<file path="src/rtl/vend_fsm_param.sv">
// vend_fsm_param -- parametrised coin vending FSM with a CHG_UNIT change-pulse refund train (rev 1.0).
// Define VEND_TIMEOUT_EN to auto-refund after TIMEOUT_CYC idle cycles in COLLECT.
`default_nettype none

module vend_fsm_param #(
  parameter int CREDIT_W    = 8,
  parameter int PRICE       = 15,
  parameter int COIN0_VAL   = 5,
  parameter int COIN1_VAL   = 10,
  parameter int COIN2_VAL   = 25,
  parameter int CHG_UNIT    = 5,
  parameter int TIMEOUT_CYC = 64
) (
  input  logic                clk,
  input  logic                rst,
  input  logic                coin_valid,
  input  logic [1:0]          coin_sel,
  input  logic                cancel,
  input  logic                dispense_ready,
  output logic                product,
  output logic                chg_pulse,
  output logic                coin_reject,
  output logic                busy,
  output logic [CREDIT_W-1:0] credit
);

  localparam int    AW    = CREDIT_W + 1;
  localparam longint L_MAX = (longint'(1) << CREDIT_W) - 1;

  localparam logic [1:0] S_IDLE    = 2'd0;
  localparam logic [1:0] S_COLLECT = 2'd1;
  localparam logic [1:0] S_VEND    = 2'd2;
  localparam logic [1:0] S_CHANGE  = 2'd3;

  localparam logic [AW-1:0]       C_MAX     = {1'b0, {CREDIT_W{1'b1}}};
  localparam logic [AW-1:0]       C_PRICE_W = AW'(PRICE);
  localparam logic [CREDIT_W-1:0] C_PRICE   = CREDIT_W'(PRICE);
  localparam logic [AW-1:0]       C_COIN0   = AW'(COIN0_VAL);
  localparam logic [AW-1:0]       C_COIN1   = AW'(COIN1_VAL);
  localparam logic [AW-1:0]       C_COIN2   = AW'(COIN2_VAL);
  localparam logic [CREDIT_W-1:0] C_CHG     = CREDIT_W'(CHG_UNIT);
  // A change unit wider than the credit register can never be paid out.
  localparam bit                  CHG_FITS  = (longint'(CHG_UNIT) <= L_MAX);

  if (CREDIT_W < 1 || PRICE < 1 || CHG_UNIT < 1 || TIMEOUT_CYC < 0 ||
      COIN0_VAL < 1 || COIN1_VAL < 1 || COIN2_VAL < 1 ||
      longint'(PRICE) > L_MAX || longint'(COIN0_VAL) > L_MAX ||
      longint'(COIN1_VAL) > L_MAX || longint'(COIN2_VAL) > L_MAX) begin : g_cfg_err
    $error("vend_fsm_param: illegal parameter configuration");
  end

  logic [1:0]          state_q, state_d;
  logic [CREDIT_W-1:0] credit_q, credit_d;
  logic                product_q, product_d;
  logic                chg_q, chg_d;
  logic                rej_q, rej_d;
  logic                busy_q, busy_d;

  logic [AW-1:0]       w_coin_val;
  logic                w_coin_ok;
  logic [AW-1:0]       w_sum;
  logic                w_accept;
  logic                w_reach;
  logic [CREDIT_W-1:0] w_rem;
  logic                w_rem_chg;
  logic                w_chg_avail;

  always_comb begin
    w_coin_val = '0;
    w_coin_ok  = 1'b1;
    case (coin_sel)
      2'd0:    w_coin_val = C_COIN0;
      2'd1:    w_coin_val = C_COIN1;
      2'd2:    w_coin_val = C_COIN2;
      default: w_coin_ok  = 1'b0;
    endcase
  end

  assign w_sum       = {1'b0, credit_q} + w_coin_val;
  assign w_accept    = coin_valid && w_coin_ok && (w_sum <= C_MAX);
  assign w_reach     = (w_sum >= C_PRICE_W);
  assign w_rem       = credit_q - C_PRICE;
  assign w_rem_chg   = CHG_FITS && (w_rem >= C_CHG);
  assign w_chg_avail = CHG_FITS && (credit_q >= C_CHG);

`ifdef VEND_TIMEOUT_EN
  localparam int          TW       = $clog2(TIMEOUT_CYC + 1);
  localparam logic [TW-1:0] TMO_LAST = TW'(TIMEOUT_CYC - 1);

  if (TIMEOUT_CYC < 1) begin : g_tmo_cfg_err
    $error("vend_fsm_param: TIMEOUT_CYC must be >= 1 with VEND_TIMEOUT_EN");
  end

  logic [TW-1:0] tmo_q, tmo_d;
  logic          w_tmo_hit;

  assign w_tmo_hit = (tmo_q == TMO_LAST);
  // Counts only while staying in COLLECT without an accepted coin; anything else restarts it.
  assign tmo_d = (state_q == S_COLLECT && state_d == S_COLLECT && !w_accept) ?
                 tmo_q + TW'(1) : '0;

  always_ff @(posedge clk or posedge rst) begin
    if (rst) begin
      tmo_q <= '0;
    end else begin
      tmo_q <= tmo_d;
    end
  end
`endif

  always_comb begin
    state_d   = state_q;
    credit_d  = credit_q;
    product_d = 1'b0;
    chg_d     = 1'b0;
    rej_d     = 1'b0;
    case (state_q)
      S_IDLE, S_COLLECT: begin
        if (state_q == S_COLLECT && cancel) begin
          // Cancel beats a simultaneous coin: refund only what was already held.
          state_d = S_CHANGE;
          rej_d   = coin_valid;
        end else if (w_accept) begin
          credit_d = w_sum[CREDIT_W-1:0];
          state_d  = w_reach ? S_VEND : S_COLLECT;
        end else begin
          rej_d = coin_valid;
`ifdef VEND_TIMEOUT_EN
          if (state_q == S_COLLECT && w_tmo_hit) begin
            state_d = S_CHANGE;
          end
`endif
        end
      end
      S_VEND: begin
        rej_d = coin_valid;
        if (dispense_ready) begin
          product_d = 1'b1;
          if (w_rem_chg) begin
            credit_d = w_rem;
            state_d  = S_CHANGE;
          end else begin
            credit_d = '0;
            state_d  = S_IDLE;
          end
        end
      end
      S_CHANGE: begin
        rej_d = coin_valid;
        if (w_chg_avail) begin
          chg_d    = 1'b1;
          credit_d = credit_q - C_CHG;
        end else begin
          credit_d = '0;
          state_d  = S_IDLE;
        end
      end
      default: begin
        state_d  = S_IDLE;
        credit_d = '0;
      end
    endcase
    busy_d = (state_d == S_VEND) || (state_d == S_CHANGE);
  end

  always_ff @(posedge clk or posedge rst) begin
    if (rst) begin
      state_q   <= S_IDLE;
      credit_q  <= '0;
      product_q <= 1'b0;
      chg_q     <= 1'b0;
      rej_q     <= 1'b0;
      busy_q    <= 1'b0;
    end else begin
      state_q   <= state_d;
      credit_q  <= credit_d;
      product_q <= product_d;
      chg_q     <= chg_d;
      rej_q     <= rej_d;
      busy_q    <= busy_d;
    end
  end

  assign product     = product_q;
  assign chg_pulse   = chg_q;
  assign coin_reject = rej_q;
  assign busy        = busy_q;
  assign credit      = credit_q;

endmodule

`default_nettype wire

</file>
<file path="config.mk">
export PLATFORM = sky130hd
export DESIGN_NAME = vend_fsm_param
export DESIGN_NICKNAME = d
export VERILOG_FILES = /design/src/rtl/vend_fsm_param.sv
export SDC_FILE = /design/constraint.sdc
export NUM_CORES = 1
export LEC_CHECK = 0
export BUFFER_PORTS_ARGS = -buffer_cell sky130_fd_sc_hd__buf_2
export CAP_MARGIN = 5
export CORE_MARGIN = 2
export CORE_UTILIZATION = 60
export CTS_BUF_LIST = sky130_fd_sc_hd__clkbuf_8
export DETAILED_ROUTE_END_ITERATION = 8
export HOLD_SLACK_MARGIN = 0.12
export PLACE_DENSITY = 0.94
export RECOVER_POWER = 50
export SETUP_SLACK_MARGIN = 0.02
export SLEW_MARGIN = 20
export SYNTH_ARGS = -nofsm -noshare
export SYNTH_HDL_FRONTEND = slang
export SYNTH_SLANG_ARGS = --single-unit
</file>
<file path="constraint.sdc">
create_clock -name clk -period 2.9 [get_ports clk]
set_clock_uncertainty 0.1 [all_clocks]
set_input_delay 0.29 -clock clk [delete_from_list [all_inputs] [get_ports clk]]
set_output_delay 0.29 -clock clk [all_outputs]
set_load 0.02 [all_outputs]
</file>
After elaboration in Yosys (flattened, before gate mapping) --
Cells that the tools add are included.
Storage, ports and cells: bits in registers 14, input bits 7, output and inout bits 12
Operators by class: $add $sub $neg 3, order comparisons 4, equal/unequal tests 10, muxes and demuxes 22, reduce and logical (&&, ||, !) cells 10
Operators by type and width (number):
- 8-bit two-way mux | 5
- 8-bit one-hot mux with 3 select lines | 1
- 8-bit by 3-bit >= comparator with 1-bit output (second input constant) | 2
- 5-bit one-hot mux with 3 select lines | 1
- 2-bit two-way mux | 6
- 2-bit equality test (second input constant) | 5
- 8-bit by 9-bit adder with 9-bit output | 1
- 9-bit by 4-bit >= comparator with 1-bit output (second input constant) | 1
- 9-bit by 8-bit less-or-equal comparator with 1-bit output (second input constant) | 1
- 8-bit by 3-bit subtractor with 8-bit output (second input constant) | 1
- 8-bit by 4-bit subtractor with 8-bit output (second input constant) | 1
- 1-bit two-way mux | 7
- 2-bit != test (second input constant) | 3
- 2-bit one-hot mux with 3 select lines | 1
- 2-bit by 1-bit equality test with 1-bit output (second input constant) | 2
- 2-bit logical NOT | 2
- 2-bit OR reduction | 2
- 1-bit logical AND | 3
- 3-bit AND reduction | 1
- 3-bit OR reduction | 1
- 1-bit one-hot mux with 2 select lines | 1
- 1-bit logical OR | 1

Depth between registers and ports, before layout --
depth after elaboration 10, gate-level depth with buffers 9

Worst setup path before layout --
OpenSTA, ideal clock, no wires.
kind reg-to-reg, start register credit_q[0], in the netlist credit[0], end register state_q[0], library setup time 0.096 ns, arrival 2.381 ns, data required time 2.704 ns, slack 0.323 ns, stages on the path, launching flop included 9, clock period less this slack 2.577 ns, cell sequence dfrtp_1 ha_1 fa_1 a211o_1 a31oi_4 nor4b_2 o21bai_1 a21bo_2 o31ai_1
Between the ends: word-level cells in the longest chain between the ends 6, elaborated cells on any way between the ends 14, classes of those cells add/sub (2); order compare (4); mux (7); reduce/logical (1)
Ends and longest elaborated chain:
- start: declaration | line 53 | logic [CREDIT_W-1:0] credit_q, credit_d;
- start signal: assignment | line 176 | credit_q <= credit_d;
- 8-bit by 9-bit adder with 9-bit output | line 79 | assign w_sum = {1'b0, credit_q} + w_coin_val;
- 9-bit by 4-bit >= comparator with 1-bit output / 9-bit by 8-bit less-or-equal comparator with 1-bit output (equally long branches) | line 81, 80
- 2-bit two-way mux / 1-bit logical AND (equally long branches) | line 125, 80
- 2-bit two-way mux | line 123 | end else if (w_accept) begin
- 2-bit two-way mux | line 119 | if (state_q == S_COLLECT && cancel) begin
- 2-bit one-hot mux with 3 select lines * | line 117 | case (state_q)
- named net state_d[0] | line 52 | logic [1:0] state_q, state_d;
- end signal: assignment | line 175 | state_q <= state_d;
- end: declaration | line 52
Mark *: on every way through the listed nets, which the timed path passes. The rest lies on a longest branch. A chain may end at the register's enable or synchronous reset.

Worst setup path after layout --
Same ends and word-level chain as after synthesis.

==> out/metrics.cfg <==
[setup_path]
arrival_ns = 2.66
crit_type = flop to flop
cp-end-kind = flop
required_ns = 2.96
critical_path_peak_fanout = 7
start_kind = flop

[timing]
rsz0062_at_grt = no
finalHoldViolations = 0
fin_crit_ns = 2.60
worstMarginPinSlew_ns = 0.662
finalSetupTns_ns = 0
period_share_pct = 89.5
slew_violations = 0
setup_violations = 0
fmax_mhz = 385
relSlewSlack_pct = 55.6

[clock_network]
root_buffer = clkbuf_8
ctsHtreeMaxLevel = 1
cts-buffers-inserted = 3
clock_latency_ns = 0.25
cts_tree = built
clockBufferDepth = 2
clk_pin_slew_ns = 0.06
cts.sinks = 13
cts_resized = 0

[floorplan]
core_area_sq_um = 2250
die_h_um = 53.1
rows = 17
initial_core_util_pct = 64.2
die-area_sq_um = 2820
die_w_um = 53.1
ioPinCount = 19

[yosys]
async_flop_share_pct = 100
ys.flop_type = dfrtp_1
synth_area_sq_um = 1450
ys_ff_latch = 13
synth.avg_cell_area_sq_um = 8.23
synth_edf_count = 0
postSynthCellCount = 176
synth-seq-area-share_pct = 22.5
syn_nets = 196
yosysWarnings = 0
yosysUniqueCellTypes = 55

[layout]
drive_above_1_share_pct = 17.0
final_common_cell = nand2_1
final_cell_mix = nand2_1, a21oi_1, dfrtp_1
multi_input_area_sq_um = 1020
final_nets = 215
syn_to_final_growth_pct = 10.5
fin_area_sq_um = 1600
fill_cells = 188
regArea_sq_um = 325
antenna_cells = 0

[min_path]
hold_path.class = input pin to flop

[status]
outcome = completed

[drt]
antenna_left = 0
wl_per_cell_um = 17.5
viasPerCell = 6.90
drc = 0
drt_iter0_markers = 121
drtPass1Iterations = 5
vias = 1532
totalWireLength_um = 3880

[placement]
placedInstanceArea_sq_um = 1550
post-dp-hpwl_um = 2830
portBuffers = 18
gp_congestion = 1.01

[power_and_ir_drop]
p_per_area_nw_per_um2 = 1330
internal-power_uw = 979
p_sw_mw = 1.16
power_leakage_nw = 0.724
p_seq_share_pct = 21.3
p_comb_share_pct = 70.9
p_sw_share_pct = 54.1
vdd_drop_max_mv = 0.968
clkPwrFrac_pct = 7.8

[grt]
grt_max_degree = 18
track_usage_pct = 31.3
grt_pass1_vias = 1314
antenna_found_initial = 0
overflow = 0
grt_pass1_wl_um = 6330

[job]
cap_violations = 0

area by class of cell:
class	count	share of cell area [%]
Multi-Input combinational cell	142	64.0
Timing Repair Buffer	24	8.13
Tap cell	28	2.19
Inverter	11	2.58
Clock inverter	1	0.235
Sequential cell	13	20.3
Clock buffer	3	2.58
synthesized netlist by cell type, types with 4 or more instances:
library cell  instances  area share [%]
xnor2_1               5             3.0
a21oi_1              13             4.5
a21o_1                4             2.1
clkbuf_1              4             1.0
nor3_1                5             1.7
nand2_1              14             3.6
a211o_1               4             2.4
nand3_1               6             2.1
ha_1                 12              10
buf_2                 4             1.4
dfrtp_1              13              22
o21ai_0              11             3.8
nor2_1               11             2.9
inv_1                10             2.6
per-layer routing:
layer / track usage, % / part of all wire, % / wire length, um
met3: 2.82 / 8.5 / 331
met2: 51.0 / 48 / 1860
met4: 18.4 / 3.3 / 128
met1: 40.0 / 40 / 1570
met5: 0 / 0 / 0
critical path, stage by stage, from the launching register on:
cell and delay [ns]:
dfrtp_1 0.38, ha_1 0.21, fa_1 0.41, a211o_1 0.34, a31oi_4 0.25, nor4b_2 0.28, o21bai_1 0.14, a21bo_2 0.21
o31ai_1 0.18
state kept, by name (all words and copies together), names as in the netlist:
register,cells
coin_reject,1
chg_pulse,1
product,1
state_q,1
credit,8
busy,1
worst paths after layout:
kind / startpoint / slack (ns) / cells past startpoint / end
min: coin_valid / 0.16 / 2 / coin_reject$_DFF_PP0_
max reg2reg: credit[0]$_DFFE_PP0P_ / 0.30 / 8 / state_q[0]$_DFF_PP0_
max in group asynchronous: rst / 1.82 / 3 / coin_reject$_DFF_PP0_
max: credit[0]$_DFFE_PP0P_ / 0.30 / 8 / state_q[0]$_DFF_PP0_
min in group asynchronous: rst / 0.52 / 3 / state_q[0]$_DFF_PP0_
min reg2reg: credit[3]$_DFFE_PP0P_ / 0.49 / 2 / credit[3]$_DFFE_PP0P_
timing repair:
action,CTS,global route
buffers inserted,0,0
endpoints found under the hold margin,13,0
setup endpoints to repair,0,0
hold buffers,1,0
metrics by stage:
| stage | hold slack, ns | power, mW | std cells | utilization, % | setup WS (ns) |
|---|---|---|---|---|---|
| after detailed placement | 0.256 | 1.92 | 217 | 68.9 | 0.214 |
| final | 0.156 | 2.13 | 222 | 71.0 | 0.303 |
| after global placement | 0.256 | 1.88 | 217 | 68.9 | 0.338 |
| after global routing | 0.169 | 2.29 | 222 | 71.0 | 0.192 |
| after floorplan | 0.0670 | 1.58 | 176 | - | 0.323 |
| after CTS | 0.157 | 2.10 | 222 | 71.3 | 0.332 |
logic make-up after synthesis:
| logic type | share of synthesized area [%] |
|---|---|
| buffers and inverters | 6.83 |
| muxes | 0.778 |
| and+or+nand+nor | 22.5 |
| adders and majority gates | 11.8 |
| AOI/OAI and AO/OA | 31.5 |
| xor gates and xnor gates | 4.24 |
| DFF | 22.5 |
power groups by stage:
stage / logic, mW / clock network [mW] / registers (mW)
detailed placement: 1.47 / 0 / 0.449
global route: 1.65 / 0.173 / 0.467
global placement: 1.43 / 0 / 0.447
floorplan: 1.11 / 0 / 0.466
finish: 1.51 / 0.167 / 0.455
CTS: 1.49 / 0.169 / 0.445
No activity file was read; power rests on OpenSTA's default activity.
